<file path="config.mk">
export PLATFORM = sky130hd
export DESIGN_NAME = reg_xfer_sequencer
export DESIGN_NICKNAME = d
export VERILOG_FILES = /design/src/rtl/reg_xfer_sequencer_pkg.sv /design/src/rtl/reg_xfer_sequencer_idu16.sv /design/src/rtl/reg_xfer_sequencer.sv
export SDC_FILE = /design/constraint.sdc
export NUM_CORES = 1
export LEC_CHECK = 0
export ABC_AREA = 0
export BUFFER_PORTS_ARGS = -buffer_cell sky130_fd_sc_hd__buf_2
export CAP_MARGIN = 20
export CORE_AREA = 2 2 64 66
export CTS_CLUSTER_DIAMETER = 60
export DETAILED_ROUTE_END_ITERATION = 10
export DIE_AREA = 0 0 66 68
export HOLD_SLACK_MARGIN = 0.15
export PLACE_DENSITY = 0.9
export RECOVER_POWER = 25
export SLEW_MARGIN = 20
export SYNTH_ARGS = -nofsm -noshare
export SYNTH_HDL_FRONTEND = slang
export SYNTH_SLANG_ARGS = --single-unit
</file>
<file path="constraint.sdc">
create_clock -name i_Clk -period 6.25 [get_ports i_Clk]
set_clock_uncertainty 0.15 [all_clocks]
set_input_delay 0.9375 -clock i_Clk [delete_from_list [all_inputs] [get_ports i_Clk]]
set_output_delay 0.9375 -clock i_Clk [all_outputs]
set_load 0.02 [all_outputs]
</file>
<file path="src/rtl/reg_xfer_sequencer_pkg.sv">
// Shared definitions for reg_xfer_sequencer: op codes, register codes, FSM states, one-hot decode.
// States S2/S3 exist only when REG_XFER_EXCH_EN is defined.
package reg_xfer_sequencer_pkg;

  localparam logic [2:0] OP_MOV8   = 3'd0;
  localparam logic [2:0] OP_MOV16  = 3'd1;
  localparam logic [2:0] OP_INC16  = 3'd2;
  localparam logic [2:0] OP_DEC16  = 3'd3;
  localparam logic [2:0] OP_EXCH16 = 3'd4;

  localparam logic [2:0] R8_W = 3'd0;
  localparam logic [2:0] R8_Z = 3'd1;
  localparam logic [2:0] R8_B = 3'd2;
  localparam logic [2:0] R8_C = 3'd3;
  localparam logic [2:0] R8_D = 3'd4;
  localparam logic [2:0] R8_E = 3'd5;
  localparam logic [2:0] R8_H = 3'd6;
  localparam logic [2:0] R8_L = 3'd7;

  localparam logic [2:0] R16_WZ = 3'd0;
  localparam logic [2:0] R16_BC = 3'd1;
  localparam logic [2:0] R16_DE = 3'd2;
  localparam logic [2:0] R16_HL = 3'd3;
  localparam logic [2:0] R16_SP = 3'd4;
  localparam logic [2:0] R16_PC = 3'd5;

  typedef enum logic [2:0] {
    ST_IDLE,
    ST_S1,
`ifdef REG_XFER_EXCH_EN
    ST_S2,
    ST_S3,
`endif
    ST_DONE
  } state_t;

  function automatic logic [7:0] onehot(input logic [2:0] code);
    onehot = 8'd1 << code;
  endfunction

endpackage

</file>
<file path="src/rtl/reg_xfer_sequencer_idu16.sv">
// Combinational 16-bit increment/decrement unit, wrapping modulo 2^16.
// Shared with the future PC/SP incrementer.
module idu16 (
  input  logic [15:0] i_Data,
  input  logic        i_Dec,
  output logic [15:0] o_Data
);

  assign o_Data = i_Dec ? (i_Data - 16'd1) : (i_Data + 16'd1);

endmodule

</file>
<file path="src/rtl/reg_xfer_sequencer.sv">
// Register-transfer sequencer: turns one decoded request into one-hot register-file selects.
// Define REG_XFER_EXCH_EN to enable the three-step EXCH16 through the EXCH_TMP pair.
module reg_xfer_sequencer
  import reg_xfer_sequencer_pkg::*;
#(
  parameter logic [2:0] EXCH_TMP = R16_WZ
) (
  input  logic        i_Clk,
  input  logic        i_Rst,
  input  logic        i_Enable,
  input  logic        i_Req_Valid,
  output logic        o_Req_Ready,
  input  logic [2:0]  i_Op,
  input  logic [2:0]  i_Src,
  input  logic [2:0]  i_Dst,
  output logic [7:0]  o_Read8,
  output logic [7:0]  o_Write8,
  output logic [7:0]  o_Bus8,
  input  logic [7:0]  i_Bus8,
  output logic [5:0]  o_Read16,
  output logic [5:0]  o_Write16,
  output logic [15:0] o_Bus16,
  input  logic [15:0] i_Bus16,
  output logic        o_Done,
  output logic        o_Err
);

  state_t      state;
  logic [2:0]  op_q;
  logic [2:0]  src_q;
  logic [2:0]  dst_q;
  logic        err_q;
  logic        req_bad;
  logic        step;
  logic        is8;
  logic        is_idu;
  logic [2:0]  rd_code;
  logic [2:0]  wr_code;
  logic [7:0]  rd_hot;
  logic [7:0]  wr_hot;
  logic [15:0] idu_out;

  always_comb begin
    req_bad = 1'b0;
    case (i_Op)
      OP_MOV8:                      req_bad = 1'b0;
      OP_MOV16, OP_INC16, OP_DEC16: req_bad = (i_Src > R16_PC) || (i_Dst > R16_PC);
`ifdef REG_XFER_EXCH_EN
      OP_EXCH16: req_bad = (i_Src > R16_PC) || (i_Dst > R16_PC) ||
                           (i_Src == EXCH_TMP) || (i_Dst == EXCH_TMP);
`endif
      default:                      req_bad = 1'b1;
    endcase
  end

  always_ff @(posedge i_Clk or posedge i_Rst) begin
    if (i_Rst) begin
      state <= ST_IDLE;
      op_q  <= '0;
      src_q <= '0;
      dst_q <= '0;
      err_q <= 1'b0;
    end else if (i_Enable) begin
      case (state)
        ST_IDLE: if (i_Req_Valid) begin
          op_q  <= i_Op;
          src_q <= i_Src;
          dst_q <= i_Dst;
          err_q <= req_bad;
          state <= req_bad ? ST_DONE : ST_S1;
        end
`ifdef REG_XFER_EXCH_EN
        ST_S1:   state <= (op_q == OP_EXCH16) ? ST_S2 : ST_DONE;
        ST_S2:   state <= ST_S3;
        ST_S3:   state <= ST_DONE;
`else
        ST_S1:   state <= ST_DONE;
`endif
        ST_DONE: state <= ST_IDLE;
        default: state <= ST_IDLE;
      endcase
    end
  end

  // Exchange routing: S1 src->tmp, S2 dst->src, S3 tmp->dst.
  always_comb begin
    rd_code = src_q;
    wr_code = dst_q;
    case (state)
      ST_S1: wr_code = (op_q == OP_EXCH16) ? EXCH_TMP : dst_q;
`ifdef REG_XFER_EXCH_EN
      ST_S2: begin
        rd_code = dst_q;
        wr_code = src_q;
      end
      ST_S3: rd_code = EXCH_TMP;
`endif
      default: ;
    endcase
  end

`ifdef REG_XFER_EXCH_EN
  assign step = i_Enable && (state == ST_S1 || state == ST_S2 || state == ST_S3);
`else
  assign step = i_Enable && (state == ST_S1);
`endif

  assign is8    = (op_q == OP_MOV8);
  assign is_idu = (op_q == OP_INC16) || (op_q == OP_DEC16);
  assign rd_hot = onehot(rd_code);
  assign wr_hot = onehot(wr_code);

  idu16 u_idu (
    .i_Data (i_Bus16),
    .i_Dec  (op_q == OP_DEC16),
    .o_Data (idu_out)
  );

  assign o_Read8     = (step && is8)  ? rd_hot      : '0;
  assign o_Write8    = (step && is8)  ? wr_hot      : '0;
  assign o_Bus8      = (step && is8)  ? i_Bus8      : '0;
  assign o_Read16    = (step && !is8) ? rd_hot[5:0] : '0;
  assign o_Write16   = (step && !is8) ? wr_hot[5:0] : '0;
  assign o_Bus16     = (step && !is8) ? (is_idu ? idu_out : i_Bus16) : '0;
  assign o_Done      = i_Enable && (state == ST_DONE) && !err_q;
  assign o_Err       = i_Enable && (state == ST_DONE) && err_q;
  assign o_Req_Ready = i_Enable && (state == ST_IDLE);

endmodule
</file>
# == Word-level counts from Yosys, hierarchy flattened ==
# Cells that the tools add are included.
# classes
mux,14
shifts,2
add_sub_neg,2
n_reduce_logical,17
order_cmp,2
n_eq_ne,9
# op_table
operator,n
2-to-1 mux 16 bit,3
2-to-1 mux 8 bit,3
adder 16 x 1 -> 16 bit (second input constant),1
left shift 1 x 3 -> 8 bit (first input constant),2
subtractor 16 x 1 -> 16 bit (second input constant),1
== test 3 x 2 -> 1 bit (second input constant),5
2-to-1 mux 6 bit,2
logical NOT 3 bit,3
2-to-1 mux 3 bit,3
logical AND 1 bit,7
== test 3 x 1 -> 1 bit (second input constant),2
greater-than comparator 3 bit (second input constant),2
one-hot mux 3 bit (2 select lines),1
== test 3 bit (second input constant),1
AND reduction 3 bit,1
OR reduction 3 bit,1
logical NOT 1 bit,2
logical OR 1 bit,2
2-to-1 mux 2 bit,1
inequality test 2 bit (second input constant),1
one-hot mux 1 bit (2 select lines),1
AND reduction 2 bit,1
# word_totals
wordCells,51
register_bits,13
input_bits,37

# == Longest topological paths before layout ==
# logic_depth
word_depth,6
ltp_mapped,11
ltp_nobuf,10

# == Hierarchy ==
# From an unflattened synthesis, not the netlist that was laid out.
# hier_totals
cells_unflattened,270
hier_area_um2,1993.2
# modules_own_cells
module,cells_each,seq_area_each_um2,area_per_inst_um2,n_inst
reg_xfer_sequencer,163,300.3,1163.6,1
idu16,107,0.0,829.5,1

# == Worst setup path before layout ==
# OpenSTA, ideal clock, no wires.
# synth_timing
kind,input to output
from,input i_Bus16[0]
to,output o_Bus16[8]
cell_stages,8
slack_ns,2.412
arrival_time_ns,2.750
path_buffers,0
t_required_ns,5.162
cell_sequence,inv_1 -> fa_1 -> nor2b_1 -> o2111ai_1 -> a21oi_1 -> nor2b_1 -> or3_1 -> a31oi_1
# synth_between
elab_chain_cells,4
# synth_lines
element,line,source
from (decl),reg_xfer_sequencer.sv:23,"input logic [15:0] i_Bus16,"
adder 16 x 1 -> 16 bit or subtractor 16 x 1 -> 16 bit (tied branches),reg_xfer_sequencer_idu16.sv:9,assign o_Data = i_Dec ? (i_Data - 16'd1) : (i_Data + 16'd1);
2-to-1 mux 16 bit *,reg_xfer_sequencer_idu16.sv:9,
2-to-1 mux 16 bit * (2 in a row),reg_xfer_sequencer.sv:124,assign o_Bus16 = (step && !is8) ? (is_idu ? idu_out : i_Bus16) : '0;
to (decl),reg_xfer_sequencer.sv:22,"output logic [15:0] o_Bus16,"
# Every way passes the cells marked *; elsewhere a longest branch is shown, timed or not.

# == Worst setup path in the final report ==
# layout_timing
from,register op_q[1]
to,output o_Bus16[13]
# layout_between
elab_chain_cells,4
# layout_lines
element,line,source
from (decl),reg_xfer_sequencer.sv:29,logic [2:0] op_q;
from (signal assigned),reg_xfer_sequencer.sv:66,op_q <= i_Op;
== test 3 x 2 -> 1 bit (tied with other cells),"reg_xfer_sequencer.sv:109, reg_xfer_sequencer.sv:115",
2-to-1 mux 16 bit (tied with other cells),reg_xfer_sequencer_idu16.sv:9,
2-to-1 mux 16 bit or logical AND 1 bit (tied branches),reg_xfer_sequencer.sv:124,
2-to-1 mux 16 bit *,reg_xfer_sequencer.sv:124,
# Marked as above.

==> metrics.txt <==
CP Max Fanout 15; DRC errors left 0; Adder-Cell Fraction of Synth Area 10.6%; IO Pins 92; FF-to-FF End dst_q[2]$_DFFE_PP0P_; All-Layer GR Usage 23.3%; Synth area leaders dfrtp_1 16%, ha_1 9.6%, nor2_1 6.3%; share of the synthesized area in the top cell type 16.4%; initial antenna violation count 0; ys flop type dfrtp_1; area of the mapped netlist 0.00183 sq mm; register area share after synthesis 16.4%; fin crit period 4.51 ns; pin count of the biggest net entering global routing 21; number of global-route vias before repair 1,963; area leader, netlist dfrtp_1; Mapped Avg Cell Area 7.25 sq um; Final setup viols 0; Inst Count DP 382; HP Class reg2reg; WP data required 5.16 ns; total wire length 5.27 mm; DP Wirelength 4.10 mm; slew margin rel. 44.9%; chip height 68 um; Worst Setup Slack, final 1.74 ns; area grow syn2layout 27.0%; ant diodes 0; startpoint types flop; PwrDens 214 mW/mm^2; global route overflow 0; Final Cycle Share 72.1%; XOR/XNOR Fraction of Synth Area 3.82%; share of cells above drive strength 1 31.3%; Worst Path Arrival 3.42 ns; final non-filler cell total 386; postcts setup bufs 0; die area 0.00449 sq mm; worst stage delay on the critical path 0.42 ns; status finished, final reports clean; Initial Util 47.5%; post-CTS sizing 0; routability cong. 0.934; Yosys cell types 49; post-synthesis simple-gate area fraction 34.5%; Hold Violations, Final 0; final setup TNS 0 ns; CP most frequent cell a221oi_2; Root Driver clkbuf_8; Worst VDD drop 0.147 mV; reg2reg start state[1]$_DFFE_PP0P_; drt first pass iters 4; post-synthesis compound-gate area fraction 21.9%; DRT iter0 DRCs 128; pre-CTS setup slack 2.02 ns; cts bufs inserted 3; Synth async-reset ratio 100%; Die W 66 um; CTS tree yes; hold worst-path end err_q$_DFFE_PP0P_; Vias/cell 5.55; Final #Nets 389; Synth Register Bits 12; Hold-fix buffers, CTS 0; HP Start err_q$_DFFE_PP0P_; Hold Path Stages 1; multiplexer share of the synthesized area 6.01%; leakage 1.24 nW; RSZ-0062 raised after global routing no; Slew @ Worst Pin 0.820 ns; total number of yosys warnings 0; slowest CP cell ha_1; number of flops mapped to enable cells by yosys 0; worst-case clock buffer depth 2; commonest cells after routing, fill and taps aside 89 x buf_2, 31 x nor2_1, 30 x nand2_1, 19 x a21oi_1, 14 x ha_1; largest family of logic cells by synthesized area simple AND/OR/NAND/NOR gates; CTS Sinks 12; clock-pin slew on the worst setup and hold paths 0.05 ns; via count of the routed design 2,141; kind of critical path reg2out; Syn Inst Count 253; most common cell after layout, fill and taps aside buf_2; Core Rows 23; Crit. End Element output port; Slew Limit Fails 0; Core Footprint 0.00386 sq mm; fmax 222 MHz; Post-Syn Nets 305; clk_lat worst skew 0.24 ns; H-tree levels 1; IO buf count 91; crit-path cells nor2b_1 -> buf_4 -> nand2_1 -> inv_1 -> ha_1 -> and3_1 -> a221oi_2 -> o221ai_2 -> a221oi_2 -> xnor2_1 -> a22o_1 -> buf_2; post-DR wirelength/cell 13.7 um; antenna-violating nets left 0; first-pass GRT wire length 8.39 mm; max-cap check violation count 0; reg-to-reg setup timing slack 4.00 ns; Tot Pwr 0.498 mW; reg2reg path depth 4
[critical path, delay by kind of cell, from the launching register on]
| kind | cells | cell delay [ns] |
|---|---|---|
| xor+xnor | 1 | 0.16 |
| compound gates | 4 | 1.00 |
| flops | 1 | 0.39 |
| buf+inv | 3 | 0.74 |
| simple gates | 3 | 0.45 |
| fa+ha+maj | 1 | 0.42 |
[registers in the layout (all words and copies together) (netlist names)]
name / count
rd_code: 3
state: 2
op_q: 3
dst_q: 3
err_q: 1
[how the worst max path moves through the flow]
stage / startpoint / endpoint / slack (ns) / cells after the start
2_1_floorplan: i_Bus16[0] / o_Bus16[8] / 2.41 / 8
3_3_place_gp: op_q[1]$_DFFE_PP0P_ / o_Bus16[13] / 2.08 / 12
3_5_place_dp: op_q[1]$_DFFE_PP0P_ / o_Bus16[13] / 2.02 / 12
4_1_cts: op_q[1]$_DFFE_PP0P_ / o_Bus16[13] / 1.75 / 12
5_1_grt: op_q[1]$_DFFE_PP0P_ / o_Bus16[13] / 1.44 / 12
6_report: op_q[1]$_DFFE_PP0P_ / o_Bus16[13] / 1.74 / 12
[where the power goes]
group,leakage (nW),internal (mW),switching [mW]
combinational,1.07,0.115,0.170
sequential,0.143,0.0971,0.0321
clock,0.0288,0.0556,0.0278
total,1.24,0.268,0.230
[metal layers]
| layer | vias to the layer above | global-route usage (%) | wire length, um |
|---|---|---|---|
| met5 | - | 0 | 0 |
| met3 | 9 | 0.987 | 295 |
| met2 | 81 | 43.2 | 2550 |
| met1 | 974 | 29.3 | 2350 |
| li1 | 1077 | - | - |
| met4 | 0 | 7.40 | 77 |
[area by class of cell]
cell class | count | area (sq um)
Clock buffer | 4 | 55.1
Fill cell | 361 | 1530
Inverter | 8 | 30.0
Multi-Input combinational cell | 219 | 1420
Sequential cell | 12 | 300
Tap cell | 50 | 62.6
Timing Repair Buffer | 93 | 464
[per-stage QoR]
stage / hold WS (ns) / utilization [%] / cell area (sq um)
finish: 0.367 / 60.4 / 2330
global route: 0.389 / 60.4 / 2330
CTS: 0.368 / 60.4 / 2330
detailed placement: 0.356 / 59.0 / 2270
global placement: 0.347 / 59.0 / 2270
floorplan: 0.329 / - / 1830
[cell usage after synthesis, types with 4 or more instances]
cell and number:
a21o_1 6, a21oi_1 19, a31oi_1 4, and2_1 8, buf_6 4, clkbuf_1 8
dfrtp_1 12, ha_1 14, inv_1 7, mux2_1 6, nand2_1 30, nand2b_1 8
nand3_1 7, nand3b_1 4, nor2_1 31, nor2b_1 5, nor3_1 12, nor4_1 5
o21ai_0 8, or3_1 4, xnor2_1 6
[kinds of logic (layout without fill, tap and decap cells)]
logic type | after synthesis | after routing
AND/OR/NAND/NOR | 127 | 127
flip-flops | 12 | 12
AO/OA/AOI/OAI | 59 | 59
buffers and inverters | 22 | 105
adder cells (fa/ha/maj) | 15 | 15
multiplexers | 10 | 10
XOR/XNOR | 8 | 8
Note: power is estimated with default switching activity, not from simulation.
